<file path="config.mk">
export PLATFORM = sky130hd
export DESIGN_NAME = display_scan_mux
export DESIGN_NICKNAME = d
export VERILOG_FILES = /design/src/rtl/display_scan_mux.sv
export SDC_FILE = /design/constraint.sdc
export NUM_CORES = 1
export LEC_CHECK = 0
export ABC_AREA = 1
export CORE_AREA = 2 2 69 71
export CTS_CLUSTER_SIZE = 16
export DETAILED_ROUTE_END_ITERATION = 10
export DIE_AREA = 0 0 71 73
export DONT_BUFFER_PORTS = 1
export MAX_ROUTING_LAYER = met4
export PLACE_DENSITY_LB_ADDON = 0.12
export SLEW_MARGIN = 30
export SYNTH_ARGS = -nofsm -noshare
export SYNTH_HDL_FRONTEND = slang
export SYNTH_SLANG_ARGS = --single-unit
</file>
<file path="constraint.sdc">
create_clock -name clk -period 3.5 [get_ports clk]
set_input_delay 0.525 -clock clk [delete_from_list [all_inputs] [get_ports clk]]
set_output_delay 0.525 -clock clk [all_outputs]
set_load 0.01 [all_outputs]
</file>
<file path="src/rtl/display_scan_mux.sv">
// Three-digit 7-segment scan multiplexer with per-frame input snapshots and blanking guard.
// Optional build macro DISPLAY_SCAN_MUX_BRIGHT_EN adds a 2-bit brightness input that shortens the lit window.
module display_scan_mux #(
    parameter int N           = 4,
    parameter int REFRESH_DIV = 50000,
    parameter int GUARD       = 64
) (
    input  logic         clk,
    input  logic         rst,
    input  logic         en,
    input  logic [6:0]   segA_in,
    input  logic [6:0]   segB_in,
    input  logic [6:0]   segD_in,
    input  logic [N-1:0] aritm_in,
`ifdef DISPLAY_SCAN_MUX_BRIGHT_EN
    input  logic [1:0]   bright,
`endif
    output logic [6:0]   seg_out,
    output logic [2:0]   dig_sel,
    output logic [N-1:0] led_out,
    output logic         frame_done
);

    localparam int CW = (REFRESH_DIV > 1) ? $clog2(REFRESH_DIV) : 1;
    localparam logic [CW-1:0] LAST = CW'(REFRESH_DIV - 1);

    typedef enum logic [1:0] {
        IDLE,
        SCAN_A,
        SCAN_B,
        SCAN_D
    } state_t;

    state_t        state;
    state_t        nxt_state;
    logic [CW-1:0] cnt;
    logic [CW-1:0] nxt_cnt;
    logic          load;
    logic          restart;
    logic          lit;
    logic [6:0]    snap_a;
    logic [6:0]    snap_b;
    logic [6:0]    snap_d;
    logic [6:0]    cur_a;
    logic [6:0]    cur_b;
    logic [6:0]    cur_d;
    logic [6:0]    nxt_seg;
    logic [2:0]    nxt_dig;

`ifdef DISPLAY_SCAN_MUX_BRIGHT_EN
    localparam int SPAN = REFRESH_DIV - GUARD;
    logic [1:0] bright_q;
    logic [1:0] bright_sel;
    int         win;
`endif

    always_comb begin
        nxt_state = state;
        nxt_cnt   = cnt;
        load      = 1'b0;
        restart   = 1'b0;
        case (state)
            IDLE: begin
                if (en) begin
                    nxt_state = SCAN_A;
                    nxt_cnt   = '0;
                    load      = 1'b1;
                end
            end
            default: begin
                if (!en) begin
                    nxt_state = IDLE;
                    nxt_cnt   = '0;
                end else if (cnt == LAST) begin
                    nxt_cnt = '0;
                    case (state)
                        SCAN_A:  nxt_state = SCAN_B;
                        SCAN_B:  nxt_state = SCAN_D;
                        default: begin
                            nxt_state = SCAN_A;
                            load      = 1'b1;
                            restart   = 1'b1;
                        end
                    endcase
                end else begin
                    nxt_cnt = cnt + 1'b1;
                end
            end
        endcase
    end

    // On a snapshot edge the new inputs must feed the output register directly (matters when GUARD = 0).
    always_comb begin
        cur_a = load ? segA_in : snap_a;
        cur_b = load ? segB_in : snap_b;
        cur_d = load ? segD_in : snap_d;
`ifdef DISPLAY_SCAN_MUX_BRIGHT_EN
        bright_sel = load ? bright : bright_q;
        win        = SPAN >> (3 - int'(bright_sel));
        lit        = (int'(nxt_cnt) >= GUARD) && (int'(nxt_cnt) < GUARD + win);
`else
        lit        = int'(nxt_cnt) >= GUARD;
`endif
    end

    always_comb begin
        nxt_seg = 7'h7F;
        nxt_dig = 3'b111;
        if (lit) begin
            case (nxt_state)
                SCAN_A: begin
                    nxt_seg = cur_a;
                    nxt_dig = 3'b110;
                end
                SCAN_B: begin
                    nxt_seg = cur_b;
                    nxt_dig = 3'b101;
                end
                SCAN_D: begin
                    nxt_seg = cur_d;
                    nxt_dig = 3'b011;
                end
                default: begin
                    nxt_seg = 7'h7F;
                    nxt_dig = 3'b111;
                end
            endcase
        end
    end

    always_ff @(posedge clk) begin
        if (rst) begin
            state      <= IDLE;
            cnt        <= '0;
            snap_a     <= '0;
            snap_b     <= '0;
            snap_d     <= '0;
            seg_out    <= 7'h7F;
            dig_sel    <= 3'b111;
            led_out    <= '0;
            frame_done <= 1'b0;
`ifdef DISPLAY_SCAN_MUX_BRIGHT_EN
            bright_q   <= '0;
`endif
        end else begin
            state      <= nxt_state;
            cnt        <= nxt_cnt;
            seg_out    <= nxt_seg;
            dig_sel    <= nxt_dig;
            frame_done <= restart;
            if (load) begin
                snap_a  <= segA_in;
                snap_b  <= segB_in;
                snap_d  <= segD_in;
                led_out <= aritm_in;
`ifdef DISPLAY_SCAN_MUX_BRIGHT_EN
                bright_q <= bright;
`endif
            end
        end
    end

endmodule

</file>
==> impl_results.rst <==
.. list-table::
   :header-rows: 1

   * - Metric
     - Value
   * - Run status
     - finished clean
   * - Number of rows in the core area
     - 25
   * - Drt wl/cell
     - 13.34 um
   * - Clock H-tree levels
     - 2
   * - Ports
     - 43
   * - Crit Path Category
     - reg2reg
   * - CTS tree
     - yes
   * - Hold Path Depth
     - 1
   * - Pin count of the biggest net entering global routing
     - 42
   * - Crit-path slowest cell
     - nand2_1
   * - Final weighted congestion of routability-driven global placement
     - between 0.8 and 0.9
   * - Depth of the worst register-to-register path
     - 14
   * - Switching pwr
     - 358.6 uW
   * - Clock latency on the worst-skew pair
     - 0.31 ns
   * - R2R setup slack
     - around 0.97 ns
   * - First-pass iteration count of the detailed router
     - 4
   * - Worst slew margin
     - 69.63%
   * - Post-synthesis cell count
     - 409
   * - Wire length after detailed routing
     - 6.095 mm
   * - Diode count
     - 0
   * - Met2 track utilization from global routing
     - 32.81%
   * - Number of hold buffers added after cts
     - 0
   * - Setup WS pre-CTS
     - 1.033 ns
   * - Syn Std Cell Area
     - approximately 2800 um2
   * - Via count
     - around 2500
   * - Clock tree root buffer cell
     - clkbuf_8
   * - Number of stages on the worst setup path
     - 14
   * - First-pass GRT wire length
     - about 10 mm
   * - Worst-Margin Slew
     - roughly 0.46 ns
   * - Post-layout net count
     - 434
   * - Cell type group with the largest total delay on the critical path
     - simple AND/OR/NAND/NOR gates
   * - Setup skew after layout
     - 0.006043 ns
   * - Internal power
     - between 900 and 1000 uW
   * - Aggregate global-route resource usage
     - 25.23%
   * - Global routing met1 resource utilization
     - 38.16%
   * - Share of power burned in registers
     - 52.1%
   * - Vias in the first global route
     - ~2100
   * - Initial antenna violation count
     - 0
   * - Largest fanout on the critical path
     - 11
   * - Die height
     - 73 um
   * - WP data required
     - 3.70 ns
   * - Startpoint kind of the worst setup timing path
     - flop
   * - Avg Cell Area, Syn
     - 6.801 um2
   * - Final setup margin
     - roughly 0.97 ns
   * - Unrepaired setup endpoints after global routing
     - no
   * - Layout Area Growth over Synthesis
     - 3.824%
   * - Total global routing overflow
     - 0
   * - Switching part of the total power
     - ~28%
   * - Worst hold slack
     - roughly 0.27 ns
   * - Power per Cell Area
     - 442.2 nW/um2
   * - Total of warnings raised by yosys
     - 0
   * - Number of synthesized register bits
     - between 50 and 60
   * - Pins over their slew limit
     - 0
   * - Nature of the critical path endpoint
     - flop
   * - Share of power burned in combinational logic
     - ~14%
   * - Unique cell type count in the Yosys netlist
     - 32
   * - Final hold viol count
     - 0
   * - Final core area utilization
     - 63.67%
   * - Horizontal extent of the die
     - 71 um
   * - Max rail drop VDD
     - 0.3390 mV
   * - Dpl hpwl
     - around 4.5 mm
   * - Maximum clock frequency
     - 395.5 MHz
   * - Arr. time, crit path
     - about 2.7 ns
   * - Fraction of final layout cells with drive strength greater than 1
     - 10.17%
   * - Iteration-0 DRC count of the detailed router
     - 210
   * - Met3 track demand over resource in global routing
     - 7.735%
   * - Number of buffer and inverter stages on the critical path
     - 5
   * - Clk pin slew, worst setup/hold paths
     - approximately 0.10 ns
   * - Clock tree sinks
     - 54
   * - Final routed DRC violation total
     - 0
   * - Min-Delay Path Class
     - in2reg
   * - Main area contributors after synthesis
     - dfxtp_1 39%, nand2_1 15%, nand3_1 11%
   * - Overall die area
     - 5183 um2
   * - Busiest layer in global routing
     - met1
   * - Per-cell via count in the routed design
     - approximately 5.4
   * - Cell count after placement
     - 449
   * - Post-CTS setup-driven buffer insertion count
     - 0
   * - Count of buffers inserted at the top-level ports
     - 0
   * - Share of synthesized area occupied by flip-flops and latches
     - 38.87%
   * - Max_cap viols
     - 0
   * - Net count after synthesis
     - 441
   * - Bufs on Longest Clock Path
     - 2
   * - Top cell type by total area after synthesis
     - dfxtp_1
   * - Final setup fails
     - 0
   * - Cell-by-cell listing of the critical path
     - inv_1 > ha_1 > inv_1 > nor2_1 > buf_4 > inv_1 > nand2_1 > nand2_1 > nand2_1 > inv_1 > nand3_1 > nand2_1 > nor2_1 > nand3_1
   * - Post-cts gate resize count
     - 0
   * - Residual antenna-violating net count after detailed routing
     - 0
   * - Largest stage delay on the critical path
     - around 0.33 ns
   * - Placeable core region
     - 4536 um2
   * - Non-filler cells, final
     - 457
   * - Final Cycle Share
     - 72.23%
   * - Final min period
     - around 2.5 ns
   * - CTS buffer count
     - 5
   * - Static Leakage
     - between 0.001 and 0.0015 uW
   * - Area share of the largest cell type after synthesis
     - 38.87%
   * - Clock share of power
     - 34.1%
   * - Starting density of the core
     - between 60% and 70%
   * - Final sum of negative setup slack
     - 0 ns
-- worst register-to-register path, stage by stage (launching register included) --
cell	delay, ns
dfxtp_1	0.31
inv_1	0.12
ha_1	0.26
inv_1	0.13
nor2_1	0.10
buf_4	0.20
inv_1	0.18
nand2_1	0.11
nand2_1	0.05
nand2_1	0.33
inv_1	0.23
nand3_1	0.14
nand2_1	0.05
nor2_1	0.13
nand3_1	0.08
-- final timing paths --
check,to,start
max,seg_out[1],state[1]
min reg2reg,snap_b[5],snap_b[5]
max reg2reg,seg_out[1],state[1]
min,snap_a[3],rst
-- layout make-up --
cell class	instances	area (um2)
fillers	425	1648
clock inverters	3	47.55
flip-flops and latches	54	1081
multi-input cells	311	1500
well taps	54	67.56
clock buffers	5	68.82
repair buffers	2	15.01
inverters	28	107.6
-- layer usage --
layer	up-vias	wire [um]
li1	1299	-
met3	6	500
met5	-	0
met2	85	2419
met1	1097	3131
met4	0	43
-- synthesized netlist by cell type --
cell type,count
a211oi_1,1
a21oi_1,26
a22oi_1,1
and3_1,1
buf_2,2
buf_4,2
buf_6,3
clkbuf_1,9
dfxtp_1,54
ha_1,4
inv_1,25
inv_2,2
inv_4,1
nand2_1,113
nand2_2,12
nand2_4,3
nand3_1,60
nand3_2,2
nand3_4,1
nand3b_1,1
nand4_1,4
nor2_1,55
nor2_2,5
nor2_4,4
nor3_1,2
nor4_1,1
o21ai_0,7
o21ai_1,2
o21ai_2,1
o21bai_1,1
xnor2_1,1
xor2_1,3
-- per-stage QoR --
stage / instance area (um2) / power (uW)
2_1_floorplan: 2781 / 835.4
3_3_place_gp: 2771 / 853.9
3_5_place_dp: 2771 / 853.7
4_1_cts: 2888 / 1288
5_1_grt: 2888 / 1340
6_report: 2888 / 1277
-- power groups by stage --
stage	logic (uW)	registers, uW	clock network, uW
after floorplan	160	675	0
after detailed placement	174	679	0
after CTS	176	665	448
after global routing	203	668	468
after global placement	175	679	0
final	177	665	435
-- cell families (layout without fill, tap and decap cells) --
group	after synthesis	count (layout)	synth area share [%]
buf+inv	44	38	7.197
xor+xnor	4	4	1.260
flops	54	54	38.87
simple gates	264	264	43.46
compound gates	39	39	7.422
fa+ha+maj	4	4	1.799
-- flip-flops by register name (all words and copies together), names as in the netlist --
signal	count
snap_d	7
snap_b	7
frame_done	1
snap_a	7
led_out	4
cnt	16
dig_sel	3
state	2
seg_out	7
-- placed cells by master (no fill, tap or decap), types with 4 or more instances in the layout --
master / instances
inv_1: 25
o21ai_0: 7
nand2_1: 113
nor2_2: 5
ha_1: 4
dfxtp_1: 54
clkbuf_8: 5
nand4_1: 4
nor2_1: 55
a21oi_1: 26
nand2_2: 12
nand3_1: 60
nor2_4: 4
Power figures use the tool's default switching activity.
